[src/rtl/m_bit_rx_pkg.sv]
// Shared types and constants for the m-bit serial word receiver.
package m_bit_rx_pkg;

    localparam int unsigned M_DEFAULT = 10;

    localparam logic DIR_LSB = 1'b0;
    localparam logic DIR_MSB = 1'b1;

    typedef enum logic [1:0] {
        IDLE  = 2'd0,
        SHIFT = 2'd1,
        HOLD  = 2'd2
    } state_e;

endpackage

[src/rtl/m_bit_shift_receiver_shift_capture_core.sv]
// Directional shift register plus bit counter that rebuilds one serial word.
// With PARITY_CHK_EN defined, a trailing parity slot is counted but not shifted in.
module shift_capture_core
    import m_bit_rx_pkg::*;
#(
    parameter int unsigned M     = M_DEFAULT,
    parameter int unsigned CNT_W = $clog2(M + 2)
) (
    input  logic         clk,
    input  logic         rst,
    input  logic         clr_i,
    input  logic         dir_i,
    input  logic         en_i,
    input  logic         bit_i,
    output logic [M-1:0] word_c_o,
    output logic         done_c_o
);

`ifdef PARITY_CHK_EN
    localparam int unsigned LAST = M;
`else
    localparam int unsigned LAST = M - 1;
`endif

    logic [M-1:0]     sr_q, sr_d, shifted;
    logic [CNT_W-1:0] cnt_q, cnt_d;
    logic             dir_q, dir_d;
    logic             data_slot;

    // Only the first M qualified samples are data; anything after is the parity slot.
    assign data_slot = (cnt_q < CNT_W'(M));
    assign shifted   = (dir_q == DIR_MSB) ? {sr_q[M-2:0], bit_i} : {bit_i, sr_q[M-1:1]};
    assign word_c_o  = (en_i && data_slot) ? shifted : sr_q;
    assign done_c_o  = en_i && (cnt_q == CNT_W'(LAST));

    always_comb begin
        sr_d  = sr_q;
        cnt_d = cnt_q;
        dir_d = dir_q;
        if (clr_i) begin
            sr_d  = '0;
            cnt_d = '0;
            dir_d = dir_i;
        end else if (en_i) begin
            sr_d = word_c_o;
            // Counter parks on its final value so it never runs past the word.
            if (!done_c_o) begin
                cnt_d = cnt_q + CNT_W'(1);
            end
        end
    end

    always_ff @(posedge clk) begin
        if (rst) begin
            sr_q  <= '0;
            cnt_q <= '0;
            dir_q <= DIR_LSB;
        end else begin
            sr_q  <= sr_d;
            cnt_q <= cnt_d;
            dir_q <= dir_d;
        end
    end

endmodule

[src/rtl/m_bit_shift_receiver.sv]
// Serial-to-parallel receiver: rebuilds M-bit words and hands them off on valid/ready.
// Optional even-parity check on a trailing bit is enabled by defining PARITY_CHK_EN.
module m_bit_shift_receiver
    import m_bit_rx_pkg::*;
#(
    parameter int unsigned M     = M_DEFAULT,
    parameter int unsigned CNT_W = $clog2(M + 2)
) (
    input  logic         clk,
    input  logic         rst,
    input  logic         start,
    input  logic         dir,
    input  logic         sin,
    input  logic         sin_vld,
    output logic [M-1:0] op,
    output logic         op_vld,
    input  logic         op_rdy,
    output logic         busy,
    output logic         ovr,
    output logic         par_err
);

    state_e       state_q, state_d;
    logic [M-1:0] op_q, op_d;
    logic         op_vld_q, op_vld_d;
    logic         busy_q, busy_d;
    logic         ovr_q, ovr_d;
    logic         par_err_q, par_err_d;

    logic         clr_c, en_c;
    logic [M-1:0] core_word_c;
    logic         core_done_c;
    logic         par_bit_c;

    // A start is honoured everywhere except while a word waits unaccepted in HOLD.
    assign clr_c = start && ((state_q != HOLD) || op_rdy);
    assign en_c  = (state_q == SHIFT) && sin_vld && !start;

`ifdef PARITY_CHK_EN
    assign par_bit_c = ^{core_word_c, sin};
`else
    assign par_bit_c = 1'b0;
`endif

    shift_capture_core #(
        .M     (M),
        .CNT_W (CNT_W)
    ) u_core (
        .clk      (clk),
        .rst      (rst),
        .clr_i    (clr_c),
        .dir_i    (dir),
        .en_i     (en_c),
        .bit_i    (sin),
        .word_c_o (core_word_c),
        .done_c_o (core_done_c)
    );

    always_comb begin
        state_d   = state_q;
        op_d      = op_q;
        op_vld_d  = op_vld_q;
        ovr_d     = ovr_q;
        par_err_d = par_err_q;
        case (state_q)
            IDLE: begin
                if (start) begin
                    state_d = SHIFT;
                    ovr_d   = 1'b0;
                end
            end
            SHIFT: begin
                if (start) begin
                    ovr_d = 1'b0;
                end else if (en_c && core_done_c) begin
                    state_d   = HOLD;
                    op_d      = core_word_c;
                    op_vld_d  = 1'b1;
                    par_err_d = par_bit_c;
                end
            end
            HOLD: begin
                // Bits arriving with no room are dropped and flagged.
                if (sin_vld) begin
                    ovr_d = 1'b1;
                end
                if (op_rdy) begin
                    op_vld_d  = 1'b0;
                    par_err_d = 1'b0;
                    if (start) begin
                        state_d = SHIFT;
                        ovr_d   = 1'b0;
                    end else begin
                        state_d = IDLE;
                    end
                end
            end
            default: begin
                state_d = IDLE;
            end
        endcase
        busy_d = (state_d == SHIFT);
    end

    always_ff @(posedge clk) begin
        if (rst) begin
            state_q   <= IDLE;
            op_q      <= '0;
            op_vld_q  <= 1'b0;
            busy_q    <= 1'b0;
            ovr_q     <= 1'b0;
            par_err_q <= 1'b0;
        end else begin
            state_q   <= state_d;
            op_q      <= op_d;
            op_vld_q  <= op_vld_d;
            busy_q    <= busy_d;
            ovr_q     <= ovr_d;
            par_err_q <= par_err_d;
        end
    end

    assign op      = op_q;
    assign op_vld  = op_vld_q;
    assign busy    = busy_q;
    assign ovr     = ovr_q;
    assign par_err = par_err_q;

endmodule

[config.mk]
export PLATFORM = sky130hd
export DESIGN_NAME = m_bit_shift_receiver
export DESIGN_NICKNAME = d
export VERILOG_FILES = /design/src/rtl/m_bit_rx_pkg.sv /design/src/rtl/m_bit_shift_receiver_shift_capture_core.sv /design/src/rtl/m_bit_shift_receiver.sv
export SDC_FILE = /design/constraint.sdc
export NUM_CORES = 1
export LEC_CHECK = 0
export CAP_MARGIN = 10
export CORE_UTILIZATION = 51
export CTS_CLUSTER_DIAMETER = 40
export CTS_CLUSTER_SIZE = 12
export DETAILED_ROUTE_END_ITERATION = 10
export PLACE_DENSITY = 0.85
export RECOVER_POWER = 25
export SKIP_LAST_GASP = 1
export SLEW_MARGIN = 10
export SYNTH_ARGS = -nofsm -noshare
export SYNTH_HDL_FRONTEND = slang
export SYNTH_SLANG_ARGS = --single-unit
[constraint.sdc]
create_clock -name clk -period 1.9 [get_ports clk]
set_clock_uncertainty 0.2 [all_clocks]
set_input_delay 0.19 -clock clk [delete_from_list [all_inputs] [get_ports clk]]
set_output_delay 0.19 -clock clk [all_outputs]
set_load 0.02 [all_outputs]
# Word level (Yosys, flattened, before mapping)
# Index checks and enable logic that the tools add are counted.
# totals
reg_bits	31
output_inout_bits	14
elab_cells	59
# classes
add_sub_neg	1
n_lt_le_gt_ge	1
n_eq_ne	9
mux	20
bitwise_logic	2
n_reduce_logical	17
# op_table
cell	n
two-way mux 10 bit	2
two-way mux 1 bit	10
two-way mux 2 bit	4
logical AND 1 bit	6
!= test 2 bit, second input constant	3
one-hot mux 1 bit (2 select lines)	3
one-hot mux 2 bit (3 select lines)	1
adder 4 x 1 -> 4 bit, second input constant	1
== test 2 x 1 -> 1 bit, second input constant	2
== test 4 bit, second input constant	1
< comparator 4 bit, second input constant	1
!= test 2 x 1 -> 1 bit, second input constant	2
AND reduction 2 bit	2
AND reduction 4 bit	1
nonzero test 2 bit	2
OR reduction 2 bit	2
AND reduction 3 bit	1
== test 2 bit, second input constant	1
zero test 2 bit	1
NOT 1 bit	2
zero test 1 bit	1
logical OR 1 bit	1

# Longest topological paths before layout
# logic_depth
word_depth	9
ltp_mapped	6
depth_no_buf	5

# By module
# From an unflattened synthesis, not the netlist that was laid out.
# unflattened
cells_unflattened	166
hier_area_um2	1601.5
# modules_own_cells
module	instances	cells_per_inst	area_each_um2	seq_area_each_um2
shift_capture_core	1	96	934.6	300.3
m_bit_shift_receiver	1	70	666.9	300.3

# Least setup slack after synthesis
# OpenSTA, ideal clock, no wires.
# synth_path
kind	register to register
start	register u_core.cnt_q[1]
end	register u_core.cnt_q[0]
t_arrival_ns	1.209
required_ns	1.630
path_slack_ns	0.421
stages_incl_launch_ff	6
path_buffers	0
period_less_slack_ns	1.479
cell_sequence	dfxtp_1 -> inv_1 -> ha_1 -> and3b_1 -> or3_1 -> a21oi_1
# synth_via
elab_chain_len	4
# synth_lines
element	line	text
from (decl)	m_bit_shift_receiver_shift_capture_core.sv:26	logic [CNT_W-1:0] cnt_q, cnt_d;
from (signal assigned)	m_bit_shift_receiver_shift_capture_core.sv:60	cnt_q <= cnt_d;
== test 4 bit	m_bit_shift_receiver_shift_capture_core.sv:34	assign done_c_o = en_i && (cnt_q == CNT_W'(LAST));
logical AND 1 bit	m_bit_shift_receiver_shift_capture_core.sv:34	
NOT 1 bit (no source line)	n/a	
AND reduction 2 bit (no source line)	n/a	
# Every way passes these cells.
# A chain may end at the register's enable or synchronous reset.

# Worst setup path after layout
# layout_path
start	register state_q[0]
end	register u_core.cnt_q[2]
# layout_via
elab_chain_len	6
word_cells_on_any_way	10
classes_between	eq/ne: 2; bitwise: 1; reduce/logical: 7
# layout_lines
element	line	text
from (decl)	m_bit_shift_receiver.sv:23	state_e state_q, state_d;
from (signal assigned)	m_bit_shift_receiver.sv:114	state_q <= state_d;
== test 2 x 1 -> 1 bit	m_bit_shift_receiver.sv:37	assign en_c = (state_q == SHIFT) && sin_vld && !start;
logical AND 1 bit (2 in a row)	m_bit_shift_receiver.sv:37	
logical AND 1 bit	m_bit_shift_receiver_shift_capture_core.sv:34	
NOT 1 bit (no source line)	n/a	
AND reduction 2 bit (no source line)	n/a	
# Several ways; a longest one is shown, not always the timed one.

==> results.py <==
metrics = {
    "outcome": {
        "outcome": "finished clean",
    },
    "pwr": {
        "swShare_pct": 24.5,
        "p_seq_share_pct": 57.0,
        "pwr-share-comb_pct": 7.9,
        "pwr-share-clk_pct": 35.1,
        "report.power.total_mw": 1.14,
        "ir_drop_v": 0.000590,
        "p_leak_nw": 0.645,
        "p_int_uw": 861,
        "netSwitchingPower_uw": 280,
        "powerDensity_nw_per_um2": 659,
    },
    "global_routing": {
        "grt.total_usage_pct": 26.4,
        "overflow": 0,
        "first_global_vias": 1222,
        "grt_pass1_wl_um": 5620,
        "grt_max_degree": 21,
        "antenna_found_initial": 0,
    },
    "layout": {
        "multi_input_area_sq_um": 756,
        "drive_gt1_share_pct": 16.2,
        "n_antenna_cell": 0,
        "layout.area.seq_sq_um": 601,
        "nFillCells": 214,
        "fin_util_pct": 67.4,
        "stdcell_area_sq_um": 1730,
        "finish.net_count": 199,
        "syn_to_final_growth_pct": 20.7,
    },
    "floorplan": {
        "pin_count": 21,
        "die_w_um": 55.0,
        "rows": 18,
        "dieArea_sq_um": 3030,
        "initial_core_util_pct": 55.8,
        "dieHeight_um": 55.0,
        "core_area_sq_um": 2570,
    },
    "timing": {
        "slew_headroom_pct": 55.4,
        "rsz0062_at_grt": "yes",
        "final_max_slew_viol_count": 0,
        "worst_pin_slew_ns": 0.669,
        "fin_ws_ns": 0.120,
        "fin_crit_sh_pct": 93.7,
        "setup_viol": 0,
        "hold_violations": 0,
        "min_period_ns": 1.78,
        "fmax_mhz": 562,
    },
    "drt": {
        "drt_iter0_drc": 37,
        "dr.pass1.iters": 4,
        "wl_per_cell_um": 15.4,
        "wirelength_um": 3400,
        "ant_nets": 0,
        "vias": 1356,
        "drc_errors": 0,
        "routed_via_density": 6.14,
    },
    "setup_path": {
        "crit_path_max_fanout": 9,
        "worst_ep_arrival_time_ns": 1.83,
        "rr_endpoint": "u_core.cnt_q[2]",
        "r2r_slack_ns": 0.12,
        "reg2reg_from": "state_q[0]",
        "critPathKind": "reg -> reg",
        "critPathSlowestCell": "dfxtp_1",
        "crit_path_start_kind": "register",
        "critPathRequiredTime_ns": 1.95,
        "reg2regPathDepth": 3,
        "max_stage_delay_ns": 0.48,
        "worstSetupEndpointType": "register",
        "crit_path_cell_trace": "nand4bb_1 > or3_1 > a211oi_2",
    },
    "placed_design": {
        "place.port_buffers": 19,
        "place_congestion": 0.911,
        "place_ws_ns": -0.0683,
        "place_area_sq_um": 1670,
        "hpwlAfterDp_um": 2330,
    },
    "synthesis": {
        "syn_area_per_cell_sq_um": 8.59,
        "synth_area_leaders": "dfxtp_1, mux2_2, nor3_1, o32ai_1, a21oi_1",
        "synth-edff-count": 0,
        "synth_fp_nets": 176,
        "synth-seq-cells": 30,
        "ys.flop_type": "dfxtp_1",
        "synth_cells": 167,
        "synth-seq-area-share_pct": 41.9,
        "synth_top_area_share_pct": 41.9,
        "ys_warn_count": 0,
        "syn_area_sq_um": 1430,
        "post-synth-top-area-cell": "dfxtp_1",
        "asyncSetResetFlopFracSynth_pct": 0,
        "synth_most_common_cell": "dfxtp_1",
        "ys_types": 33,
        "synth.cells.most_frequent": "dfxtp_1, nor2_1, nor3_1",
    },
    "cts": {
        "clk_latency_ns": 0.33,
        "clkSinkCount": 30,
        "cts_tree": "built",
        "htreeDepth": 2,
        "clock_path_buffers": 2,
        "cts_inserted_buffers": 5,
        "hold_buffers": 0,
        "clock-root-buffer": "clkbuf_4",
        "clkTransAtPathRegs_ns": 0.09,
    },
    "run": {
        "drv_cap": 0,
    },
    "hold_path": {
        "hp-start": "dir",
        "hold_depth": 3,
        "hold_end": "u_core.dir_q",
        "hp-class": "in -> reg",
    },
}
==> worst max path at each step <==
stage,from,to,cells past startpoint
5_1_grt,state_q[0],u_core.sr_q[6],4
4_1_cts,state_q[0],u_core.cnt_q[2],3
2_1_floorplan,u_core.cnt_q[1],u_core.cnt_q[0],5
3_5_place_dp,sin_vld,u_core.cnt_q[2],4
6_report,state_q[0],u_core.cnt_q[2],3
3_3_place_gp,start,op[0],5
==> placed cells by master, fill, tap and decap left out, types with 2 or more instances in the layout <==
cell type and n:
a21oi_1 17, and2b_1 2, buf_4 9, clkbuf_4 5, clkdlybuf4s50_1 19, dfxtp_1 30
ha_1 2, inv_1 5, mux2_2 10, nand2_1 10, nand3b_1 2, nor2_1 21
nor3_1 20, o21a_1 2, o21ai_0 5, o32ai_1 10, or3_1 3
==> registers in the layout, indices dropped and copies added (netlist names) <==
name	count
u_core.cnt_q	4
op_vld	1
op	10
ovr	1
u_core.sr_q	10
state_q	2
busy	1
u_core.dir_q	1
==> repair_timing <==
item / in CTS / in global routing
hold endpoints to repair: 0 / 0
setup buffers: 0 / 0
endpoints found under the setup margin: 0 / 1
gates resized for setup: 0 / 1
==> critical path: cells and delay by family (launching register included) <==
kind	cells	cell delay [ns]
AOI/OAI and AO/OA	1	0.23
DFF	1	0.48
and+or+nand+nor	2	0.79
==> logic make-up (layout without fill, tap and decap cells) <==
kind of cell	Yosys count	count (layout)	share of synthesized area (%)
AND/OR/NAND/NOR	65	65	23.0
AO/OA/AOI/OAI	42	42	19.5
flip-flops	30	30	41.9
buffers and inverters	17	41	5.76
multiplexers	10	10	7.85
adder cells (fa/ha/maj)	2	2	1.74
other	1	1	0.262
==> power groups by stage <==
stage / Combinational (mW) / Clock (mW) / Sequential, mW
final: 0.0902 / 0.401 / 0.650
after global routing: 0.0980 / 0.428 / 0.652
after CTS: 0.0891 / 0.407 / 0.649
after detailed placement: 0.0887 / 0 / 0.664
after global placement: 0.0854 / 0 / 0.663
after floorplan: 0.0581 / 0 / 0.660
==> metal layers <==
| layer | GRT usage [%] | vias up | routed length, um |
|---|---|---|---|
| met5 | 0 | - | 0 |
| met4 | 12.5 | 0 | 48 |
| met3 | 7.92 | 6 | 227 |
| met2 | 40.2 | 53 | 1600 |
| met1 | 33.9 | 646 | 1520 |
| li1 | - | 651 | - |
==> stage by stage <==
step / hold slack, ns / setup TNS, ns / std cells
CTS: 0.235 / 0 / 221
finish: 0.248 / 0 / 221
detailed placement: 0.256 / -0.453 / 213
floorplan: 0.0591 / 0 / 167
global route: 0.263 / 0 / 221
global placement: 0.248 / 0 / 213
==> final cells by class <==
type	count	area share, %
multi-input cells	120	43.7
flip-flops and latches	30	34.7
repair buffers	28	14.9
clock buffers	7	3.18
well taps	30	2.17
inverters	5	1.08
clock inverters	1	0.289
No activity file was read; power rests on OpenSTA's default activity.
==> RTL change (config.mk and constraints unchanged) <==
Change the package constant `M_DEFAULT` from 10 to 5.
--- a/src/rtl/m_bit_rx_pkg.sv
+++ b/src/rtl/m_bit_rx_pkg.sv
@@ -2,5 +2,5 @@
 package m_bit_rx_pkg;
 
-    localparam int unsigned M_DEFAULT = 10;
+    localparam int unsigned M_DEFAULT = 5;
 
     localparam logic DIR_LSB = 1'b0;
Ports: changed (resized op); port bits go from 21 to 16. No check against the original RTL was run, so the function may have changed too.
==> RTL change against the original RTL <==
- first-iteration DRC count is 49% lower
- cell count is 32% lower
- cell area is 33% lower
- power is 39% lower
- synthesized area is 33% lower
- non-clock buffer count is 8 lower
- synthesized cell count is 35% lower
- worst setup slack better by 0.051 ns
- sequential cell count is 11 lower
- routed wire length is 38% lower
- critical path depth is 3 higher
- die area is 32% lower
- critical path type is now input port to register
- highest routed layer unchanged
==> RTL change: results (changes against the original RTL) <==
metric;value;unit;change
FILL cells;149;;-30%
placed inst area;1140;sq um;-31%
CP arrival;1.70;ns;-0.13 ns
clk sink count;19;;-37%
met3 wire len;104;microns;-54%
Inverters;3;;-2
Largest delay share family, worst path;buffers and inverters;;
Worst-Skew Late Latency;0.30;ns;-0.03 ns
M2 GR Usage;36.2;%;-3.9 points
Flop pwr share;59.3;%;+2.3 points
Post-DP HPWL;1.58;mm;-32%
status;complete, no violations;;
Iteration-0 DRC Markers;19;;-49%
Clock Power;0.000208;W;-48%
Reg area;380;sq um;-37%
dpl ws;0.0101;ns;+0.0784 ns
vias in the first global route;753;;-38%
Slew HR;58.9;%;+3.4 points
DRT met1 WL;1.02;mm;-33%
H-tree depth;1;;-1
FF-to-FF setup slack;0.18;ns;+0.06 ns
metal2 WL;974;microns;-39%
routing usage on met3;6.00;%;-1.9 points
count of plain and timing-repair buffers;20;;-29%
syn nets;117;;-34%
-- RTL change: cell count changes after synthesis, sizes merged, moves of 5 or more --
| cell | change |
|---|---|
| dfxtp | -11 |
| nor2 | -10 |
| nand2 | -9 |
| nor3 | -8 |
| nand2b | +7 |
| buf | -5 |
| mux2 | -5 |
-- RTL change: worst min-delay path, stage by stage --
cell,delay [ns]
clkdlybuf4s50_1,0.40
nand3b_1,0.08
a21oi_1,0.05
-- RTL change: final timing paths --
path,start,to,depth (start not counted)
worst min register to register,op[3],op[3],2
worst max-delay path,start,u_core.cnt_q[2],6
worst max register to register,u_core.cnt_q[0],op[4],5
worst min-delay path,dir,u_core.dir_q,3
-- RTL change: cell families after synthesis --
kind of cell / after synthesis / synth area share (%)
simple gates: 43 / 25.1
flops: 19 / 39.8
other cells: 1 / 0.392
buf+inv: 9 / 4.06
fa+ha+maj: 2 / 2.62
compound gates: 29 / 22.1
mux: 5 / 5.89
